**src/rtl/spi_command_receiver.sv**
```systemverilog
// SPI mode-0 slave that turns host MOSI bytes into engine command strobes and returns a
// status byte (sticky error flags plus FIFO occupancy) on MISO during the same transfer.
module spi_command_receiver #(
  parameter int unsigned spi_fifo_length = 32,
  parameter int unsigned count_width     = $clog2(spi_fifo_length) + 1,
  parameter int unsigned sync_stages     = 2
) (
  input  logic                   clk,
  input  logic                   reset_n,
  input  logic                   spi_sclk,
  input  logic                   spi_cs_n,
  input  logic                   spi_mosi,
  output logic                   spi_miso,
  output logic [7:0]             command_out,
  output logic                   command_out_ready,
  input  logic [count_width-1:0] fifo_count,
  input  logic                   invalid_command,
  output logic                   overrun,
  output logic                   frame_error
);

  typedef enum logic [1:0] {StDisarmed, StIdle, StActive} state_e;

  state_e state_q, state_d;

  logic [sync_stages-1:0] sclk_sync_q, cs_sync_q, mosi_sync_q;
  logic sclk_s, cs_s, mosi_s;
  logic sclk_prev_q, cs_prev_q;
  logic sclk_rise_q, sclk_fall_q, cs_rise_q, cs_fall_q;

  logic [2:0] bit_cnt_q, bit_cnt_d;
  logic [6:0] rx_q, rx_d;
  logic [7:0] miso_sr_q, miso_sr_d;
  logic [1:0] sent_flags_q, sent_flags_d;
  logic       inv_sticky_q, inv_sticky_d;
  logic       ovr_sticky_q, ovr_sticky_d;
  logic [7:0] command_out_d;
  logic       command_out_ready_d, overrun_d, frame_error_d;

  logic [7:0]  rx_byte;
  logic [7:0]  status;
  logic [5:0]  cnt_sat;
  logic [31:0] cnt_ext;
  logic        fifo_ok, ovr_set, flag_clear, load;

  assign sclk_s = sclk_sync_q[sync_stages-1];
  assign cs_s   = cs_sync_q[sync_stages-1];
  assign mosi_s = mosi_sync_q[sync_stages-1];

  // CS_n chain resets low so a transfer already running at reset release is never armed.
  always_ff @(posedge clk or negedge reset_n) begin
    if (!reset_n) begin
      sclk_sync_q <= '0;
      cs_sync_q   <= '0;
      mosi_sync_q <= '0;
      sclk_prev_q <= 1'b0;
      cs_prev_q   <= 1'b0;
      sclk_rise_q <= 1'b0;
      sclk_fall_q <= 1'b0;
      cs_rise_q   <= 1'b0;
      cs_fall_q   <= 1'b0;
    end else begin
      sclk_sync_q <= {sclk_sync_q[sync_stages-2:0], spi_sclk};
      cs_sync_q   <= {cs_sync_q[sync_stages-2:0], spi_cs_n};
      mosi_sync_q <= {mosi_sync_q[sync_stages-2:0], spi_mosi};
      sclk_prev_q <= sclk_s;
      cs_prev_q   <= cs_s;
      sclk_rise_q <= sclk_s & ~sclk_prev_q;
      sclk_fall_q <= ~sclk_s & sclk_prev_q;
      cs_rise_q   <= cs_s & ~cs_prev_q;
      cs_fall_q   <= ~cs_s & cs_prev_q;
    end
  end

  always_ff @(posedge clk or negedge reset_n) begin
    if (!reset_n) begin
      state_q <= StDisarmed;
    end else begin
      state_q <= state_d;
    end
  end

  always_comb begin
    state_d = state_q;
    unique case (state_q)
      StDisarmed: if (cs_s) state_d = StIdle;
      StIdle:     if (cs_fall_q) state_d = StActive;
      StActive:   if (cs_rise_q) state_d = StIdle;
      default:    state_d = StDisarmed;
    endcase
  end

  always_comb begin
    cnt_ext = 32'(fifo_count);
    cnt_sat = (cnt_ext > 32'd63) ? 6'h3f : cnt_ext[5:0];
    fifo_ok = cnt_ext < spi_fifo_length;

    bit_cnt_d           = bit_cnt_q;
    rx_d                = rx_q;
    miso_sr_d           = miso_sr_q;
    sent_flags_d        = sent_flags_q;
    command_out_d       = command_out;
    command_out_ready_d = 1'b0;
    overrun_d           = 1'b0;
    frame_error_d       = 1'b0;
    rx_byte             = {rx_q, mosi_s};
    ovr_set             = 1'b0;
    flag_clear          = 1'b0;
    load                = 1'b0;

    unique case (state_q)
      StIdle: begin
        if (cs_fall_q) begin
          bit_cnt_d = 3'd0;
          load      = 1'b1;
        end
      end
      StActive: begin
        if (cs_rise_q) begin
          frame_error_d = (bit_cnt_q != 3'd0);
        end else if (sclk_rise_q) begin
          rx_d      = rx_byte[6:0];
          bit_cnt_d = bit_cnt_q + 3'd1;
          if (bit_cnt_q == 3'd7) begin
            if (fifo_ok) begin
              command_out_d       = rx_byte;
              command_out_ready_d = 1'b1;
            end else begin
              overrun_d = 1'b1;
              ovr_set   = 1'b1;
            end
            flag_clear = |sent_flags_q;
            load       = 1'b1;
          end
        end else if (sclk_fall_q && bit_cnt_q != 3'd0) begin
          // The fall right after a load presents the new MSB, so it must not shift.
          miso_sr_d = {miso_sr_q[6:0], 1'b0};
        end
      end
      default: ;
    endcase

    // Set events take priority over the read-clear.
    inv_sticky_d = invalid_command | (inv_sticky_q & ~flag_clear);
    ovr_sticky_d = ovr_set | (ovr_sticky_q & ~flag_clear);
    status       = {inv_sticky_d, ovr_sticky_d, cnt_sat};
    if (load) begin
      miso_sr_d    = status;
      sent_flags_d = status[7:6];
    end
  end

  always_ff @(posedge clk or negedge reset_n) begin
    if (!reset_n) begin
      bit_cnt_q         <= 3'd0;
      rx_q              <= 7'd0;
      miso_sr_q         <= 8'd0;
      sent_flags_q      <= 2'd0;
      inv_sticky_q      <= 1'b0;
      ovr_sticky_q      <= 1'b0;
      command_out       <= 8'h00;
      command_out_ready <= 1'b0;
      overrun           <= 1'b0;
      frame_error       <= 1'b0;
    end else begin
      bit_cnt_q         <= bit_cnt_d;
      rx_q              <= rx_d;
      miso_sr_q         <= miso_sr_d;
      sent_flags_q      <= sent_flags_d;
      inv_sticky_q      <= inv_sticky_d;
      ovr_sticky_q      <= ovr_sticky_d;
      command_out       <= command_out_d;
      command_out_ready <= command_out_ready_d;
      overrun           <= overrun_d;
      frame_error       <= frame_error_d;
    end
  end

  always_comb begin
    spi_miso = (state_q == StActive) & miso_sr_q[7];
  end

endmodule

```
**config.mk**
```make
export PLATFORM = sky130hd
export DESIGN_NAME = spi_command_receiver
export DESIGN_NICKNAME = d
export VERILOG_FILES = /design/src/rtl/spi_command_receiver.sv
export SDC_FILE = /design/constraint.sdc
export NUM_CORES = 1
export LEC_CHECK = 0
export BUFFER_PORTS_ARGS = -buffer_cell sky130_fd_sc_hd__clkbuf_2
export CORE_MARGIN = 3
export CORE_UTILIZATION = 35
export DETAILED_ROUTE_END_ITERATION = 12
export GPL_ROUTABILITY_DRIVEN = 0
export PLACE_DENSITY = 0.63
export RECOVER_POWER = 25
export SYNTH_ARGS = -nofsm -noshare
export SYNTH_HDL_FRONTEND = slang
export SYNTH_SLANG_ARGS = --single-unit
export TNS_END_PERCENT = 50
```
**constraint.sdc**
```tcl
create_clock -name clk -period 2 [get_ports clk]
set_clock_uncertainty 0.05 [all_clocks]
set_input_delay 0.2 -clock clk [delete_from_list [all_inputs] [get_ports clk]]
set_output_delay 0.2 -clock clk [all_outputs]
set_load 0.01 [all_outputs]
```
==> impl_results.md, run 1 <==
- Die width: 81.2 um
- Total Routing Usage GR: 11.0%
- Power Density: 989 nW/um2
- Worst skew pair latency: 290 ps
- Seq. cell area: 1180 um2
- Max-slew violations: 0
- Min-delay worst type: primary input to register
- Final antenna-violating net count: 0
- CP endpoint kind: register
- Die Y: 81.2 um
- Synth warn: 0
- Endpoints failing hold: 0
- Cell Int Power: 1.61 mW
- H-tree Lvls: 2
- Actual slew at the worst max-slew pin: 1060 ps
- Sequential fraction of design power: 53.8%
- Post-synth top flop: dfrtp_1
- Share of layout cells above drive strength 1: 25.8%
- Register area share after synthesis: 59.4%
- Post-Syn Area: 1980 um2
- DIE AREA: 6600 um2
- Max_slew headroom: 29.3%
- Commonest cells after routing, fill and taps aside: 47 x dfrtp_1, 31 x nand2_1, 22 x clkbuf_2
- WHS Path Cells: 3
- ANT cells: 0
- Clk slew on worst S/H paths: 80 ps
- Final setup viols: 0
- Multi-input gate area: 732 um2
- Total number of vias: 1204
- Synth-to-Final Area Change: 15.5%
- Worst r2r src: state_q[0]
- PortBufs: 23
- Number of global-route vias before repair: 1234
- Clock group share of total power: 23.5%
- Util after Layout: 43.1%
- Cell Area, Placed: 2160 um2
- Tcrit/Tclk final: 90.9%
- R2r worst-path depth: 5
- Drt wl/cell: 11.8 um
- Iter 0 DRT Violations: 30
- Req. time, crit path: 2130 ps
- Final Cell Area: 2290 um2
- Max Fclk: 0.550 GHz
- Initial antenna violation count: 0
- Switch Pwr: 657 uW
- # DRC: 0
- Min Hold Slack: 51.5 ps
- Root Buffer: clkbuf_8
- Post-synth EDFFs: 0
- # fillers: 516
- DRT Pass-1 Iters: 4
- WS Path Type: register to register
- Ports: 24
- Switching Share: 29.0%
- Post-CTS Setup Bufs: 0
- Reg2reg end: command_out[5]
- Min-delay src: fifo_count[0]
- Setup repair after global routing missed its margin: false
- Post-Syn Instances: 159
- Crit path arrival time: 1950 ps
- #FFs+latches synth: 47
- Async S/R FF share, synth: 100%
- Commonest non-fill, non-tap cell in the layout: dfrtp_1
- Hold Path End: miso_sr_q[0]
- Peak supply drop: 0.506 mV
- Combinational share of power: 22.7%
- Post-synth cell types: 31
- Syn avg cell area: 12.5 um2
- Status: complete, no violations
- WL final: 3.11 mm
- Syn nets: 179
- Largest net degree at the start of global routing: 22
- Sink Count: 47
- Num CTS Buffers: 5
- Initial Util: 37.4%
- First-pass GRT wire length: 5.47 mm
- Max-Cap Viols: 0
- Reg2Reg Setup Slack: 180 ps
- HPWL after DPL: 2.33 mm
- CTS tree: done
- Global route total overflow: 0
- Max Fanout on Critical Path: 10
- Fin crit period: 1820 ps
- Core area: 5300 um2
- Vias per cell: 4.56
- Row count: 26
- Final #Nets: 213
- Fin Setup TNS: 0 ps
- CTS Buffer Depth: 2
- Pleak: 1.15 nW
- Worst Setup Start Kind: register
worst max path at each step:
stage	start	end
6_report	state_q[0]	command_out[5]
5_1_grt	state_q[0]	command_out[2]
4_1_cts	state_q[0]	command_out[3]
3_5_place_dp	state_q[0]	command_out[5]
3_3_place_gp	state_q[0]	command_out[2]
2_1_floorplan	state_q[0]	command_out[0]
synthesized netlist by cell type, types with 2 or more instances:
| cell type | instances | area [um2] |
|---|---|---|
| dfrtp_1 | 47 | 1180 |
| nand2_1 | 31 | 116 |
| mux2_2 | 9 | 101 |
| ha_1 | 8 | 100 |
| mux2i_1 | 8 | 80.1 |
| o21ai_1 | 7 | 35.0 |
| nor2b_1 | 6 | 37.5 |
| a22o_1 | 5 | 43.8 |
| buf_6 | 5 | 56.3 |
| inv_1 | 5 | 18.8 |
| nor2_1 | 4 | 15.0 |
| and2_1 | 2 | 12.5 |
| nand3_1 | 2 | 10.0 |
| nand4b_1 | 2 | 17.5 |
| o21ai_0 | 2 | 10.0 |
layout make-up:
cell class                      instances  area share [%]
Inverter                                5           0.821
Tap cell                               70            3.83
Sequential cell                        47            51.4
Timing Repair Buffer                   32            8.37
Clock inverter                          1           0.219
Multi-Input combinational cell        102            32.0
Clock buffer                            7            3.34
through the flow:
stage               worst slack [ps]  std cells  power (mW)
floorplan                        361        159        1.63
global placement                 138        252        1.74
detailed placement              69.9        252        1.75
CTS                             65.8        264        2.30
global route                    46.4        264        2.44
finish                           182        264        2.26
power by group through the flow:
stage / registers (mW) / logic, mW / clock network [mW]
2_1_floorplan: 1.21 / 0.417 / 0
3_3_place_gp: 1.24 / 0.504 / 0
3_5_place_dp: 1.24 / 0.511 / 0
4_1_cts: 1.22 / 0.520 / 0.560
5_1_grt: 1.24 / 0.592 / 0.601
6_report: 1.22 / 0.513 / 0.532
what timing repair did:
action,4_1_cts,5_1_grt
gates resized for setup,0,1
setup endpoints to repair,0,9
hold buffers,4,0
endpoints found under the hold margin,22,0
sequential cells by signal (all words and copies together), names as in the netlist, 2 cells and up:
signal        cells
bit_cnt_q         3
miso_sr_q         8
command_out       8
sent_flags_q      2
state_q           2
rx_q              7
cs_sync_q         2
mosi_sync_q       2
sclk_sync_q       2
cells by family (layout without fill, tap and decap cells):
logic type / after synthesis / after routing / share of synthesized area (%)
compound gates: 22 / 22 / 8.59
fa+ha+maj: 8 / 8 / 5.05
buf+inv: 10 / 45 / 3.79
flops: 47 / 47 / 59.4
mux: 17 / 17 / 9.16
simple gates: 55 / 55 / 14.0
worst max-delay path, stage by stage, from the launching register on:
cell      delay [ps]
dfrtp_1          410
inv_1            110
ha_2             290
nand4b_1         190
nor2_4           280
mux2_2           370
per-layer routing:
layer	part of all wire, %	vias to the layer above	track usage (%)	wire [um]
li1	-	599	-	-
met1	48	576	14.0	1500
met2	45	24	17.2	1410
met3	5.0	5	3.44	154
met4	1.4	0	4.56	44
met5	0	-	0	0
(Power assumes the default switching activity.)
==> run 2, diff against run 1 <==
--- a/config.mk
+++ b/config.mk
@@ -10,7 +10,8 @@
 export CORE_UTILIZATION = 35
 export DETAILED_ROUTE_END_ITERATION = 12
 export GPL_ROUTABILITY_DRIVEN = 0
-export PLACE_DENSITY = 0.63
+export GPL_TIMING_DRIVEN = 0
+export PLACE_DENSITY = 0.57
 export RECOVER_POWER = 25
 export SYNTH_ARGS = -nofsm -noshare
 export SYNTH_HDL_FRONTEND = slang
==> run 2 against run 1 <==
Effect of this change: sequential power about the same; clock power up 15%; power up 5.0%; sequential cell count unchanged; global-route usage up 1.1 points; largest cell class unchanged.
==> impl_results.md, run 2 (synthesis results as in run 1) <==
- Worst setup path endpoint: command_out[3]
- Commonest cells after routing, fill and taps aside: 47 x dfrtp_1, 31 x nand2_1, 20 x clkbuf_2
- Fin Setup TNS: 0 ps (unchanged)
- R2r worst-path depth: 6 (+1)
- Reg2reg end: command_out[3]
- Worst Setup Start Kind: register
- Status: complete, no violations
- Cell Int Power: 1.69 mW (+5.2%)
- Max stage delay on crit path: 420 ps (about the same)
- Max Fclk: 0.547 GHz (-0.52%)
- Max_slew headroom: 25.9% (-3.4 points)
- DRT Pass-1 Iters: 4 (unchanged)
- Num CTS Buffers: 5 (unchanged)
- Fin crit period: 1830 ps (+9.49 ps)
- Global route total overflow: 0 (unchanged)
- PortBufs: 23 (unchanged)
- Final antenna-violating net count: 0 (unchanged)
- Max Fanout on Critical Path: 10 (unchanged)
- CP bufs+invs: 2 (+1)
- Combinational share of power: 22.7% (about the same)
- Max-Cap Viols: 0 (unchanged)
- Pleak: 1.16 nW (+0.66%)
- Final Cell Area: 2310 um2 (+0.99%)
- Post-CTS sizing: 0 (unchanged)
- Commonest non-fill, non-tap cell in the layout: dfrtp_1
- # fillers: 510 (-1.2%)
- WS Path Type: register to register
- Max-slew violations: 0 (unchanged)
- Reg2Reg Setup Slack: 170 ps (about the same)
- Worst r2r src: state_q[0]
- Final #Nets: 212 (-0.47%)
- CTS tree: done
- Tcrit/Tclk final: 91.4% (+0.47 points)
- DIE AREA: 6600 um2 (unchanged)
- Req. time, crit path: 2130 ps (about the same)
- Row count: 26 (unchanged)
- CP startpoint: state_q[0]
- First-pass GRT wire length: 5.95 mm (+8.7%)
- Min-delay worst type: primary input to register
- Stages on the worst setup path: 6 (+1)
- CTS Buffer Depth: 2 (unchanged)
- Number of global-route vias before repair: 1279 (+3.6%)
- Largest net degree at the start of global routing: 48 (+120%)
- Die Y: 81.2 um (unchanged)
- HPWL after DPL: 2.49 mm (+6.5%)
- Crit path max-delay family: simple AND/OR/NAND/NOR gates
- Iter 0 DRT Violations: 51 (+70%)
- Sink Count: 47 (unchanged)
- Post-CTS Setup Bufs: 0 (unchanged)
- Total number of vias: 1227 (+1.9%)
- Final WS setup: 173 ps (-9.49 ps)
- Ports: 24 (unchanged)
- Clk slew on worst S/H paths: 80 ps (about the same)
- Sequential fraction of design power: 51.6% (-2.2 points)
- Drt wl/cell: 12.9 um (+10%)
- Actual slew at the worst max-slew pin: 1110 ps (+50.8 ps)
- Crit path arrival time: 1960 ps (about the same)
- Switching Share: 28.9% (-0.11 points)
- ANT cells: 0 (unchanged)
- Vias per cell: 4.67 (+2.3%)
- Root Buffer: clkbuf_8
- Peak supply drop: 0.393 mV (-22%)
- Power Density: 1030 nW/um2 (+4.0%)
- Worst skew pair latency: 300 ps (about the same)
- Core area: 5300 um2 (unchanged)
- WL final: 3.41 mm (+9.6%)
- Switch Pwr: 687 uW (+4.6%)
- Total Routing Usage GR: 12.1% (+1.1 points)
- Synth-to-Final Area Change: 16.6%
- Biggest regs: command_out x8, miso_sr_q x8, rx_q x7
- # DRC: 0 (unchanged)
- Endpoints failing hold: 0 (unchanged)
- Hold buffers post-CTS: 3 (-1)
- H-tree Lvls: 2 (unchanged)
- Cell Area, Placed: 2180 um2 (+0.87%)
- Crit path cell chain: inv_1 -> ha_1 -> buf_6 -> nand4b_1 -> nor2_4 -> mux2_2
- Final setup viols: 0 (unchanged)
- CP endpoint kind: register
- Die width: 81.2 um (unchanged)
- Initial Util: 37.4% (unchanged)
- Share of layout cells above drive strength 1: 24.9% (-0.90 points)
- Critical path's slowest cell: dfrtp_1
- Initial antenna violation count: 0 (unchanged)
- Setup repair after global routing missed its margin: false
- Clock group share of total power: 25.7% (+2.2 points)
- Place WS: 147 ps (+76.8 ps)
[run 2: cell count changes in the layout (fill, tap and decap cells not counted), sizes merged]
cell,before,now
clkbuf,30,31
clkinv,1,0
dlygate4sd3,4,3
[run 2: power by group through the flow]
| stage | registers (mW) | logic, mW | clock network (mW) |
|---|---|---|---|
| 2_1_floorplan | 1.21 | 0.417 | 0 |
| 3_3_place_gp | 1.23 | 0.518 | 0 |
| 3_5_place_dp | 1.25 | 0.545 | 0 |
| 4_1_cts | 1.23 | 0.555 | 0.638 |
| 5_1_grt | 1.25 | 0.620 | 0.681 |
| 6_report | 1.22 | 0.539 | 0.612 |
[run 2: layer usage]
layer / routed length, um / track usage, % / vias up / share of wire [%]
met5: 0 / 0 / - / 0
met1: 1420 / 13.7 / 597 / 42
met4: 78 / 6.08 / 0 / 2.3
met2: 1700 / 20.7 / 28 / 50
li1: - / - / 595 / -
met3: 205 / 3.55 / 7 / 6.0
[run 2: cell type report]
cell class                 instances  area, um2  share of cell area [%]
buffer                             5       56.3                    2.44
clock buffer                       8        100                    4.33
inverter                           5       18.8                   0.813
multi-input combinational        102        729                    31.6
sequential                        47       1180                    50.9
tap                               70       87.6                    3.79
timing repair buffer              26        141                    6.12
[run 2: how the worst min path moves through the flow]
stage          slack [ps]  cells after the start             end     startpoint
3_3_place_gp          260                      1  mosi_sync_q[0]       spi_mosi
2_1_floorplan        -150                      0    bit_cnt_q[0]        reset_n
6_report               40                      3    miso_sr_q[0]  fifo_count[0]
4_1_cts                30                      3    miso_sr_q[0]  fifo_count[0]
3_5_place_dp          260                      1  sclk_sync_q[0]       spi_sclk
5_1_grt                50                      3    miso_sr_q[4]  fifo_count[4]
[run 2: per-stage QoR]
| step | total power [mW] | util, % | hold WS, ps | cells |
|---|---|---|---|---|
| 2_1_floorplan | 1.63 | - | -146 | 159 |
| 3_3_place_gp | 1.75 | 41.2 | 259 | 252 |
| 3_5_place_dp | 1.79 | 41.2 | 260 | 252 |
| 4_1_cts | 2.42 | 43.6 | 34.7 | 263 |
| 5_1_grt | 2.55 | 43.6 | 47.4 | 263 |
| 6_report | 2.38 | 43.6 | 39.9 | 263 |
[run 2: tightest hold or removal path, cell delays in order]
cell and delay (ps):
clkbuf_2 70, nand2_1 40, nand2_1 50
